### src/rtl/ov7670_stream_gen.sv
// rtl/ov7670_stream_gen.sv - OV7670 RGB444 byte-serial sensor emulator with selectable test patterns
module ov7670_stream_gen #(
    parameter int H_ACTIVE = 640,
    parameter int H_TOTAL  = 784,
    parameter int V_SYNC   = 3,
    parameter int V_BACK   = 17,
    parameter int V_ACTIVE = 480,
    parameter int V_TOTAL  = 510
) (
    input  logic        pclk,
    input  logic        rst,
    input  logic        enable,
    input  logic [1:0]  pattern_sel,
    input  logic [11:0] solid_color,
    output logic        vsync,
    output logic        href,
    output logic [7:0]  d,
    output logic        busy,
    output logic        frame_done,
    output logic [15:0] frame_cnt
);
    localparam int BW = $clog2(2 * H_TOTAL + 1);
    localparam int LW = $clog2(V_TOTAL + 1);

    localparam logic [BW-1:0] BYTE_LAST = BW'(2 * H_TOTAL - 1);
    localparam logic [BW-1:0] BYTE_ACT  = BW'(2 * H_ACTIVE);
    localparam logic [LW-1:0] LINE_LAST = LW'(V_TOTAL - 1);
    localparam logic [LW-1:0] LINE_SYNC = LW'(V_SYNC);
    localparam logic [LW-1:0] LINE_ACT0 = LW'(V_SYNC + V_BACK);
    localparam logic [LW-1:0] LINE_ACT1 = LW'(V_SYNC + V_BACK + V_ACTIVE);
    localparam logic [15:0]   BAR_W     = 16'(H_ACTIVE / 8);

    localparam logic [0:0] ST_IDLE  = 1'b0;
    localparam logic [0:0] ST_FRAME = 1'b1;

    logic [0:0]    state;
    logic [BW-1:0] byte_cnt;
    logic [LW-1:0] line_cnt;
    logic [1:0]    pat_q;
    logic [11:0]   solid_q;

    logic          last_byte;
    logic          last_line;
    logic          active;
    logic [15:0]   x;
    logic [3:0]    y;
    logic [2:0]    bar;
    logic [11:0]   rgb;
    logic [7:0]    pix;

    always_comb begin
        last_byte = (byte_cnt == BYTE_LAST);
        last_line = (line_cnt == LINE_LAST);
        active    = (line_cnt >= LINE_ACT0) && (line_cnt < LINE_ACT1) && (byte_cnt < BYTE_ACT);
        x         = 16'(byte_cnt >> 1);
        y         = 4'(line_cnt - LINE_ACT0);
        bar       = 3'(x / BAR_W);
        rgb       = 12'h000;
        case (pat_q)
            2'd0: begin
                case (bar)
                    3'd0:    rgb = 12'hFFF;
                    3'd1:    rgb = 12'hFF0;
                    3'd2:    rgb = 12'h0FF;
                    3'd3:    rgb = 12'h0F0;
                    3'd4:    rgb = 12'hF0F;
                    3'd5:    rgb = 12'hF00;
                    3'd6:    rgb = 12'h00F;
                    default: rgb = 12'h000;
                endcase
            end
            2'd1:    rgb = {x[3:0], y, x[3:0] ^ y};
            2'd2:    rgb = solid_q;
            default: rgb = (x[3] ^ y[3]) ? 12'hFFF : 12'h000;
        endcase
        // Even byte carries red alone, odd byte carries green/blue
        pix = byte_cnt[0] ? rgb[7:0] : {4'h0, rgb[11:8]};
    end

    always_ff @(posedge pclk) begin
        if (rst) begin
            state      <= ST_IDLE;
            byte_cnt   <= '0;
            line_cnt   <= '0;
            pat_q      <= 2'd0;
            solid_q    <= 12'h000;
            vsync      <= 1'b0;
            href       <= 1'b0;
            d          <= 8'h00;
            busy       <= 1'b0;
            frame_done <= 1'b0;
            frame_cnt  <= 16'h0000;
        end else begin
            vsync      <= 1'b0;
            href       <= 1'b0;
            d          <= 8'h00;
            busy       <= 1'b0;
            frame_done <= 1'b0;
            if (state == ST_IDLE) begin
                if (enable) begin
                    state    <= ST_FRAME;
                    byte_cnt <= '0;
                    line_cnt <= '0;
                    pat_q    <= pattern_sel;
                    solid_q  <= solid_color;
                end
            end else begin
                busy  <= 1'b1;
                vsync <= (line_cnt < LINE_SYNC);
                href  <= active;
                d     <= active ? pix : 8'h00;
                if (last_byte) begin
                    byte_cnt <= '0;
                    if (last_line) begin
                        frame_done <= 1'b1;
                        frame_cnt  <= frame_cnt + 16'd1;
                        line_cnt   <= '0;
                        // enable and pattern are only looked at here, so a frame is never cut short
                        if (enable) begin
                            pat_q   <= pattern_sel;
                            solid_q <= solid_color;
                        end else begin
                            state <= ST_IDLE;
                        end
                    end else begin
                        line_cnt <= line_cnt + 1'b1;
                    end
                end else begin
                    byte_cnt <= byte_cnt + 1'b1;
                end
            end
        end
    end
endmodule
### config.mk
export PLATFORM = sky130hd
export DESIGN_NAME = ov7670_stream_gen
export DESIGN_NICKNAME = d
export VERILOG_FILES = /design/src/rtl/ov7670_stream_gen.sv
export SDC_FILE = /design/constraint.sdc
export NUM_CORES = 1
export LEC_CHECK = 0
export BUFFER_PORTS_ARGS = -buffer_cell sky130_fd_sc_hd__buf_2
export CAP_MARGIN = 30
export CORE_ASPECT_RATIO = 1.1
export CORE_MARGIN = 8
export CORE_UTILIZATION = 25
export DETAILED_ROUTE_END_ITERATION = 16
export GPL_TIMING_DRIVEN = 1
export PLACE_DENSITY_LB_ADDON = 0.1
export SYNTH_ARGS = -nofsm -noshare
export SYNTH_HDL_FRONTEND = slang
export SYNTH_SLANG_ARGS = --single-unit
### constraint.sdc
create_clock -name pclk -period 2.9 [get_ports pclk]
set_input_delay 0.725 -clock pclk [delete_from_list [all_inputs] [get_ports pclk]]
set_output_delay 0.725 -clock pclk [all_outputs]
set_load 0.05 [all_outputs]
# Yosys cells after proc, flatten, opt, wreduce, memory -nomap -nowiden
# Cells that the tools add are included.
# Widths: inputs -> output; s select.
dict set report op_classes {
  n_addsub 4
  n_div 1
  order_cmp 4
  n_eq_ne 12
  muxes 25
  bitwise_logic 6
  reduce_logical 12
}
# operator n
set op_table {}
lappend op_table {{$pmux 12 s7} 1}
lappend op_table {{$mux 12} 5}
lappend op_table {{$mux 9} 4}
lappend op_table {{$pmux 12 s3} 1}
lappend op_table {{$mux 11} 3}
lappend op_table {{$add 16x1->16 const B} 1}
lappend op_table {{$div 10x7->16 const B} 1}
lappend op_table {{$add 11x1->11 const B} 1}
lappend op_table {{$eq 11x11->1 const B} 1}
lappend op_table {{$lt 11x11->1 const B} 1}
lappend op_table {{$add 9x1->9 const B} 1}
lappend op_table {{$eq 3x3->1 const B} 3}
lappend op_table {{$eq 9x9->1 const B} 1}
lappend op_table {{$ge 9x5->1 const B} 1}
lappend op_table {{$lt 9x2->1 const B} 1}
lappend op_table {{$lt 9x9->1 const B} 1}
lappend op_table {{$mux 2} 4}
lappend op_table {{$eq 3x2->1 const B} 2}
lappend op_table {{$mux 1} 6}
lappend op_table {{$reduce_or 3->1} 2}
lappend op_table {{$mux 4} 1}
lappend op_table {{$ne 2x1->1 const B} 2}
lappend op_table {{$not 1->1} 4}
lappend op_table {{$reduce_and 2->1} 2}
lappend op_table {{other kinds (13)} 14}
dict set report totals {
  regBits 63
  in_bits 17
  out_inout_bits 28
  wordCells 76
}

# Logic depth before layout (Yosys ltp)
# Gate-level depths: netlist of run 1.
dict set report logic_depth {
  ltp_word 5
  ltp_mapped 9
  depth_no_buf 8
}

# Worst setup path before layout of run 1
# Ideal clock, no wire load.
dict set report synth_timing {
  kind {flip-flop to flip-flop}
  from {reg byte_cnt[0]}
  to {reg frame_cnt[10]}
  setup_time_ns 0.070
  arrival_ns 2.093
  t_required_ns 2.830
  path_slack_ns 0.737
  stages_incl_launch_ff 7
  n_path_buf 0
  period_less_slack_ns 2.163
  cell_sequence {dfxtp_1 ha_1 nand4_2 nor3_1 nand4_4 or3_1 a21oi_1}
}
dict set report synth_via {
  elab_chain_cells 2
}
# item line_no
set synth_lines {}
lappend synth_lines {{start: declaration} 37} ;# logic [BW-1:0] byte_cnt;
lappend synth_lines {{start signal: assignment} 129} ;# byte_cnt <= byte_cnt + 1'b1;
lappend synth_lines {{$eq 11x11->1} 52} ;# last_byte = (byte_cnt == BYTE_LAST);
lappend synth_lines {{$reduce_and 3->1 (no line)} n/a}
lappend synth_lines {{end signal: assignment} 116} ;# frame_cnt <= frame_cnt + 16'd1;
lappend synth_lines {{end: declaration} 20} ;# output logic [15:0] frame_cnt
# Every way passes these cells.
# A chain may end at the register's enable or synchronous reset.

# Final worst setup path of run 1
dict set report layout_timing {
  from {reg byte_cnt[10]}
  to {reg frame_cnt[10]}
}
# The elaborated chain is that of the path after synthesis.

==> results.ini, run 1 <==
[pwr]
p_leak_nw=1.625
pwr_density_cell_nw_per_um2=531.0
ir_drop_v=0.0002351

[critical_path]
crit_path_end_kind=flip-flop
start_kind=flip-flop
worstReg2RegEnd=frame_cnt[10]
r2r.worst_path.cells=5
arrival_ns=2.64
cp.required_ns=3.16
r2r_start=byte_cnt[10]
crit_type=reg2reg
cp_max_fo=14
reg2reg_slack_ns=0.52

[timing]
worst_pin_slew_ns=0.7817
holdWs_ns=0.4977
fin_skew_ns=0.005707
slew_violations=0
setup_viol=0
setup-tns-final_ns=0
hold_viol_final=0
period_minus_slack_ns=2.378
grt_setup_unrepaired=false
fin_crit_sh_pct=82.00
max_freq_mhz=420.5
max-slew-margin-rel_pct=47.78

[clocking]
worstSkewPairLatency_ns=0.33
cts-root-buf=clkbuf_16
numCtsBuffers=9
post_cts_resized=0
cts_htree_levels=3
cts_tree=built
cts_setup_buffers=0
postCtsHoldBufs=0
cts.clk_slew.worst_paths_ns=0.06
clockBufferDepth=2
cts.sinks=63

[synthesis]
synth-edff-count=0
synth.most_common_cell=dfxtp_1
netlist-cell-type-count=58
syn-cell-area_um2=3227
synthFlopType=dfxtp_1
syn_nets=402
synth_top_area_share_pct=39.08
ys_ff_latch=63
synth_top_area_cell=dfxtp_1
synth.avg_cell_area_um2=8.537
yosysSeqAreaShare_pct=39.08
yosys-top-cells-area=dfxtp_1 (39%), nor2_1 (5.8%), a21oi_1 (4.7%)
async_reset_ff_share_pct=0
yosys_warnings=0
syn_inst=378
ys_top_cells_by_count=dfxtp_1 (63), nor2_1 (50), a21oi_1 (30)

[min_path]
hp-class=reg2reg
whs_path_depth=2
min-delay-start=solid_q[6]
min_to=solid_q[6]

[routing]
final_antenna_net_count=0
wl_um=8666
wire_per_inst_um=14.92
vias_per_cell=4.830
vias=2806
dr.pass1.iters=4
drt_iter0_drc=120
drc=0

[global_route]
grt_max_degree=46
grt_pass1_wl_um=14280
first_global_vias=2790
grt.total_usage_pct=10.42
overflow=0
antenna_found_initial=1

[flow_run]
max-cap-violations=0

[die]
design.die.area_um2=16800
ios=45
die_h_um=135.2
core_um2=12590
num_rows=43
dieWidth_um=124.3
start_util_pct=25.63

[placement]
post-dp-hpwl_um=6241
io_buffers=44
dp.cells=565
placed_cell_area_um2=3570
gp_congestion=0.7409

[run_status]
status=completed

[cells_and_area]
design_area_um2=3856
n_antenna_cell=0
drive_gt1_share_pct=19.81
instances_no_fill=581
area_delta_synth_final_pct=19.50
fin_nets=443
fillers=1394

## state kept, by name, indices dropped and copies added, names as in the netlist
name	cells
line_cnt	9
vsync	1
busy	1
frame_done	1
state	1
frame_cnt	16
d	8
href	1
solid_q	12
byte_cnt	11
pat_q	2
## logic make-up after synthesis
logic type               share of synthesized area (%)
adder cells (fa/ha/maj)                          2.714
AO/OA/AOI/OAI                                    18.38
flip-flops                                       39.08
multiplexers                                     5.002
AND/OR/NAND/NOR                                  23.54
XOR/XNOR                                         5.157
buffers and inverters                            6.126
## where the power goes
part | internal, W | switching, W
clock network | 0.000625 | 0.000401
logic | 0.0000489 | 0.0000746
registers | 0.000881 | 0.0000172
## how the worst max path moves through the flow
stage / start / to / slack, ns / depth (start not counted)
after global routing: byte_cnt[10] / frame_cnt[15] / 0.33 / 6
final: byte_cnt[10] / frame_cnt[10] / 0.52 / 5
after global placement: byte_cnt[10] / solid_q[2] / 0.53 / 6
after floorplan: byte_cnt[0] / frame_cnt[10] / 0.74 / 6
after detailed placement: byte_cnt[10] / frame_cnt[10] / 0.52 / 5
after CTS: byte_cnt[10] / frame_cnt[15] / 0.52 / 6
## routing by layer
metal	vias up	wire length [um]	share of wire, %	global-route usage (%)
met5	-	13	0.15	0
met4	2	140	1.6	4.622
met3	11	333	3.8	2.858
met2	62	3833	44	16.75
met1	1301	4344	50	12.80
li1	1430	-	-	-
## worst max-delay path, cell delays in order, from the launching register on
cell and delay (ns):
dfxtp_1 0.57, or4b_4 0.59, nor4_4 0.43, nand4_4 0.20
or3_1 0.38, a21oi_1 0.14
## placed cells by master, fill, tap and decap left out, types with 2 or more instances in the layout
cell type / instances
dfxtp_1: 63
nor2_1: 50
buf_2: 44
a21oi_1: 30
o21ai_0: 28
nand2_1: 26
inv_1: 15
mux2i_1: 15
xor2_1: 12
nand4_1: 10
nor3_1: 9
a22oi_1: 9
nand3_1: 9
clkbuf_16: 9
buf_4: 9
xnor2_1: 7
or3_1: 7
ha_1: 7
nand2b_1: 6
nor2b_1: 4
clkinvlp_4: 4
and3_1: 3
nor4_1: 3
a221o_1: 3
o31ai_1: 2
nand3b_1: 2
o22ai_1: 2
nand3_2: 2
a311oi_1: 2
and3_2: 2
a211oi_1: 2
clkbuf_8: 2
## area by class of cell
class	instances	area [um2]	area share [%]
Multi-Input combinational cell	277	1768	45.85
Sequential cell	63	1261	32.71
Timing Repair Buffer	53	287.8	7.463
Clock buffer	12	256.5	6.652
Tap cell	157	196.4	5.094
Inverter	15	56.30	1.460
Clock inverter	4	30.03	0.7787
## through the flow
step                util [%]  setup slack, ns  power, W
floorplan                  -           0.7369  0.001003
finish                 30.63           0.5220  0.002048
global route           30.63           0.3315  0.002136
CTS                    30.63           0.5205  0.002083
detailed placement     28.35           0.5158  0.001042
global placement       28.35           0.5257  0.001043
Note: power is estimated with default switching activity, not from simulation.
==> run 2: changes to the inputs <==
clock period = 2.5 ns   (was 2.9 ns; I/O delays follow)
==> run 2 against run 1 <==
  * Via count increased by 1.9%
  * Largest cell class unchanged
  * Core utilization is 0.73 points higher
  * Hold slack worse by 0.0046 ns
==> results.ini, run 2 (synthesized netlist as in run 1, its figures left out) <==
[run_status]
status=completed

[routing]
drc=0  ; unchanged
drt_iter0_drc=135  ; +13%
vias_per_cell=4.862  ; +0.68%
wire_per_inst_um=14.72  ; -1.3%
dr.pass1.iters=4  ; unchanged
wl_um=8654  ; -0.14%
vias=2859  ; +1.9%
final_antenna_net_count=0  ; unchanged

[critical_path]
arrival_ns=2.50  ; -0.14 ns
start_kind=flip-flop
cp.required_ns=2.76  ; -0.40 ns
crit_path_end_kind=flip-flop
crit_type=reg2reg
r2r.worst_path.cells=5  ; unchanged
cp_max_fo=10  ; -4

[timing]
period_minus_slack_ns=2.243  ; -0.1350 ns
grt_setup_unrepaired=false
setup-tns-final_ns=0  ; unchanged
hold_viol_final=0  ; unchanged
max_freq_mhz=445.8  ; +6.0%
fin_crit_sh_pct=89.72  ; +7.7 points
holdWs_ns=0.4931  ; -0.004579 ns
worst_pin_slew_ns=0.7367  ; -0.04499 ns
setup_viol=0  ; unchanged
slew_violations=0  ; unchanged
max-slew-margin-rel_pct=50.79  ; +3.0 points
fin_skew_ns=0.004866  ; -0.0008407 ns
setup_ws_ns=0.2570  ; -0.2650 ns

[clocking]
post_cts_resized=0  ; unchanged
cts_setup_buffers=0  ; unchanged
cts_tree=built
postCtsHoldBufs=0  ; unchanged
clockBufferDepth=2  ; unchanged
cts.sinks=63  ; unchanged
cts.clk_slew.worst_paths_ns=0.05  ; about the same
cts_htree_levels=3  ; unchanged
numCtsBuffers=9  ; unchanged
cts-root-buf=clkbuf_16
worstSkewPairLatency_ns=0.33  ; about the same

[global_route]
grt_pass1_wl_um=14410  ; +0.97%
grt.total_usage_pct=10.60  ; +0.18 points
antenna_found_initial=0  ; -1
first_global_vias=2811  ; +0.75%
overflow=0  ; unchanged
grt_max_degree=46  ; unchanged

[die]
dieWidth_um=124.3  ; unchanged
num_rows=43  ; unchanged
design.die.area_um2=16800  ; unchanged
ios=45  ; unchanged
die_h_um=135.2  ; unchanged
start_util_pct=25.63  ; unchanged
core_um2=12590  ; unchanged

[pwr]
pwr_density_cell_nw_per_um2=646.1  ; +22%
p_leak_nw=1.696  ; +4.3%
ir_drop_v=0.0003668  ; +56%

[placement]
io_buffers=44  ; unchanged
dp.cells=572  ; +1.2%
post-dp-hpwl_um=6340  ; +1.6%
place_ws_ns=0.2522  ; -0.2636 ns
gp_congestion=0.8102  ; +9.4%

[cells_and_area]
largest_reg_flops=16  ; unchanged
drive_gt1_share_pct=20.88  ; +1.1 points
instances_no_fill=588  ; +1.2%
area_delta_synth_final_pct=22.33
layout_commonest_cell=dfxtp_1
final_cell_mix=dfxtp_1 (63), nor2_1 (50), buf_2 (44)
multiInputGateArea_um2=1768  ; unchanged
fin_nets=450  ; +1.6%
largest-register=frame_cnt
n_antenna_cell=0  ; unchanged
ff_latch_area_um2=1261  ; unchanged
top_regs=frame_cnt: 16 flops, solid_q: 12 flops, byte_cnt: 11 flops
fillers=1379  ; -1.1%

[flow_run]
max-cap-violations=0  ; unchanged

[min_path]
hp-class=reg2reg
whs_path_depth=2  ; unchanged

[run 2: changes by cell type in the layout (fill, tap and decap cells not counted)]
cell        before  now
buf_4            9   16
clkinv_2         0    1
clkinvlp_4       4    0
clkbuf_1         1    2
bufinv_16        0    2
[run 2: final cells by class]
| class | count | share of cell area (%) |
|---|---|---|
| Clock buffer | 13 | 6.593 |
| Clock inverter | 3 | 1.648 |
| Inverter | 15 | 1.426 |
| Multi-Input combinational cell | 277 | 44.79 |
| Sequential cell | 63 | 31.95 |
| Tap cell | 157 | 4.976 |
| Timing Repair Buffer | 60 | 8.621 |
[run 2: path summary, 6_finish.rpt]
| path | startpoint | end | slack (ns) |
|---|---|---|---|
| worst max-delay path | byte_cnt[5] | frame_cnt[10] | 0.26 |
| worst min-delay path | solid_q[6] | solid_q[6] | 0.49 |
| worst max register to register | byte_cnt[5] | frame_cnt[10] | 0.26 |
| worst min register to register | solid_q[6] | solid_q[6] | 0.49 |
[run 2: layer usage]
layer | up-vias | share of wire (%) | GRT usage, %
met2 | 69 | 45 | 16.45
met5 | - | 0 | 0
met4 | 0 | 2.6 | 5.894
met1 | 1331 | 48 | 12.75
met3 | 15 | 4.9 | 3.446
li1 | 1444 | - | -
[run 2: worst max-delay path, cell delays in order, from the launching register on]
cell and delay [ns]:
dfxtp_1 0.39, or4b_4 0.64, nor4_4 0.43, nand4_4 0.20, or3_1 0.38, a21oi_1 0.13
[run 2: power by group]
part           switching, W  internal [W]
clock              0.000435      0.000925
combinational     0.0000891     0.0000601
sequential        0.0000186       0.00102
total              0.000543       0.00201
[run 2: stage by stage]
step	util (%)	area (um2)	total power, W
4_1_cts	31.36	3948	0.002608
6_report	31.36	3948	0.002550
3_5_place_dp	28.77	3622	0.001213
2_1_floorplan	-	3227	0.001164
3_3_place_gp	28.77	3622	0.001214
5_1_grt	31.36	3948	0.002663
==> run 3: changes to the inputs <==
CORE_ASPECT_RATIO = 0.9   (was 1.1)
CORE_UTILIZATION = 56   (was 25)
SLEW_MARGIN = 0   (was unset)
==> run 3 against run 2 <==
  * Clock skew increased by 0.0017 ns
  * Core utilization increased by 34 points
  * Final area decreased by 6.7%
  * Critical endpoint unchanged
==> results.ini, run 3 (synthesized netlist as in run 1, its figures left out) <==
[timing]
max-slew-margin-rel_pct=47.44  ; -3.3 points
slew_violations=0  ; unchanged
fin_crit_sh_pct=91.25  ; +1.5 points
fin_skew_ns=0.006584  ; +0.001718 ns
setup-tns-final_ns=0  ; unchanged
hold_viol_final=0  ; unchanged
worst_pin_slew_ns=0.7867  ; +0.05005 ns
setup_viol=0  ; unchanged
grt_setup_unrepaired=false
period_minus_slack_ns=2.281  ; +0.03838 ns
max_freq_mhz=438.3  ; -1.7%

[routing]
vias_per_cell=5.704  ; +17%
final_antenna_net_count=0  ; unchanged
wire_per_inst_um=15.30  ; +4.0%
wl_um=7605  ; -12%
dr.pass1.iters=4  ; unchanged
drc=0  ; unchanged
vias=2835  ; -0.84%
drt_iter0_drc=166  ; +23%

[critical_path]
reg2reg_slack_ns=0.22  ; -0.04 ns
crit_path_end_kind=flip-flop
r2r_start=byte_cnt[6]
crit_type=reg2reg
r2r.worst_path.cells=5  ; unchanged
start_kind=flip-flop
arrival_ns=2.55  ; +0.05 ns
cp.required_ns=2.77  ; about the same
critical_path.startpoint=byte_cnt[6]
worstReg2RegEnd=frame_cnt[10]
cp_max_fo=12  ; +2

[clocking]
cts_htree_levels=3  ; unchanged
worstSkewPairLatency_ns=0.34  ; about the same
cts.sinks=63  ; unchanged
postCtsHoldBufs=0  ; unchanged
clockBufferDepth=2  ; unchanged
cts-root-buf=clkbuf_8
cts_setup_buffers=0  ; unchanged
cts_tree=built
cts.clk_slew.worst_paths_ns=0.07  ; +0.02 ns
numCtsBuffers=9  ; unchanged
post_cts_resized=0  ; unchanged

[pwr]
ir_drop_v=0.0004294  ; +17%
p_leak_nw=1.606  ; -5.3%
pwr_density_cell_nw_per_um2=561.5  ; -13%
power_w=0.002068  ; -19%

[die]
num_rows=26  ; -40%
ios=45  ; unchanged
dieWidth_um=96.02  ; -23%
design.die.area_um2=8451  ; -50%
die_h_um=88.02  ; -35%
core_um2=5628  ; -55%
start_util_pct=57.34  ; +32 points

[cells_and_area]
n_antenna_cell=0  ; unchanged
largest_reg_flops=16  ; unchanged
final_cell_mix=dfxtp_1 (63), nor2_1 (50), buf_2 (44)
final_util_pct=65.43  ; +34 points
top_regs=frame_cnt: 16 flops, solid_q: 12 flops, byte_cnt: 11 flops
drive_gt1_share_pct=20.37  ; -0.51 points
fin_nets=446  ; -0.89%
layout_commonest_cell=dfxtp_1
area_delta_synth_final_pct=14.11
largest-register=frame_cnt

[global_route]
overflow=0  ; unchanged
first_global_vias=2751  ; -2.1%
grt.total_usage_pct=18.68  ; +8.1 points
grt_pass1_wl_um=12590  ; -13%
grt_max_degree=46  ; unchanged
antenna_found_initial=0  ; unchanged

[placement]
post-dp-hpwl_um=5504  ; -13%
io_buffers=44  ; unchanged
gp_congestion=0.8292  ; +2.3%

[min_path]
min_to=solid_q[10]
min-delay-start=solid_q[10]
whs_path_depth=2  ; unchanged
hp-class=reg2reg

[flow_run]
max-cap-violations=0  ; unchanged

[run_status]
status=completed

-- run 3: cell count changes in the layout (fill, tap and decap cells not counted), sizes merged --
cell,before,now
buf,60,56
bufinv,2,1
clkinvlp,0,3
clkbuf,13,11
-- run 3: layout make-up --
class,instances,area (um2)
repair buffers,56,310.3
clock buffers,11,141.4
flip-flops and latches,63,1261
clock inverters,5,57.56
inverters,15,56.30
fillers,504,1946
multi-input cells,277,1768
well taps,70,87.58
-- run 3: routing by layer --
metal	vias up	part of all wire [%]	GRT usage [%]
met2	60	46	29.07
met1	1328	48	23.96
met3	15	4.3	4.884
met4	0	1.7	7.252
met5	-	0	0
li1	1432	-	-
-- run 3: critical path: stages (launching register included) --
cell and delay (ns):
dfxtp_1 0.41, or4b_4 0.63, nor4_4 0.43, nand4_4 0.21, or3_1 0.38, a21oi_1 0.15
-- run 3: worst max path at each step --
stage / depth (start not counted) / to / slack [ns]
2_1_floorplan: 6 / frame_cnt[10] / 0.34
5_1_grt: 6 / line_cnt[8] / 0.07
4_1_cts: 6 / line_cnt[8] / 0.23
3_3_place_gp: 5 / frame_cnt[10] / 0.33
6_report: 5 / frame_cnt[10] / 0.22
3_5_place_dp: 6 / line_cnt[8] / 0.24
-- run 3: per-stage QoR --
step	worst slack, ns	cell area (um2)	hold WS, ns	cells
floorplan	0.3369	3227	0.4633	378
global placement	0.3284	3483	0.4805	481
detailed placement	0.2444	3483	0.4880	481
CTS	0.2256	3682	0.5038	497
global route	0.06618	3682	0.5180	497
finish	0.2186	3682	0.4969	497
-- run 3: report_power, final --
group / switching, W / internal, W
clock: 0.000396 / 0.000486
sequential: 0.0000162 / 0.00102
combinational: 0.0000898 / 0.0000596
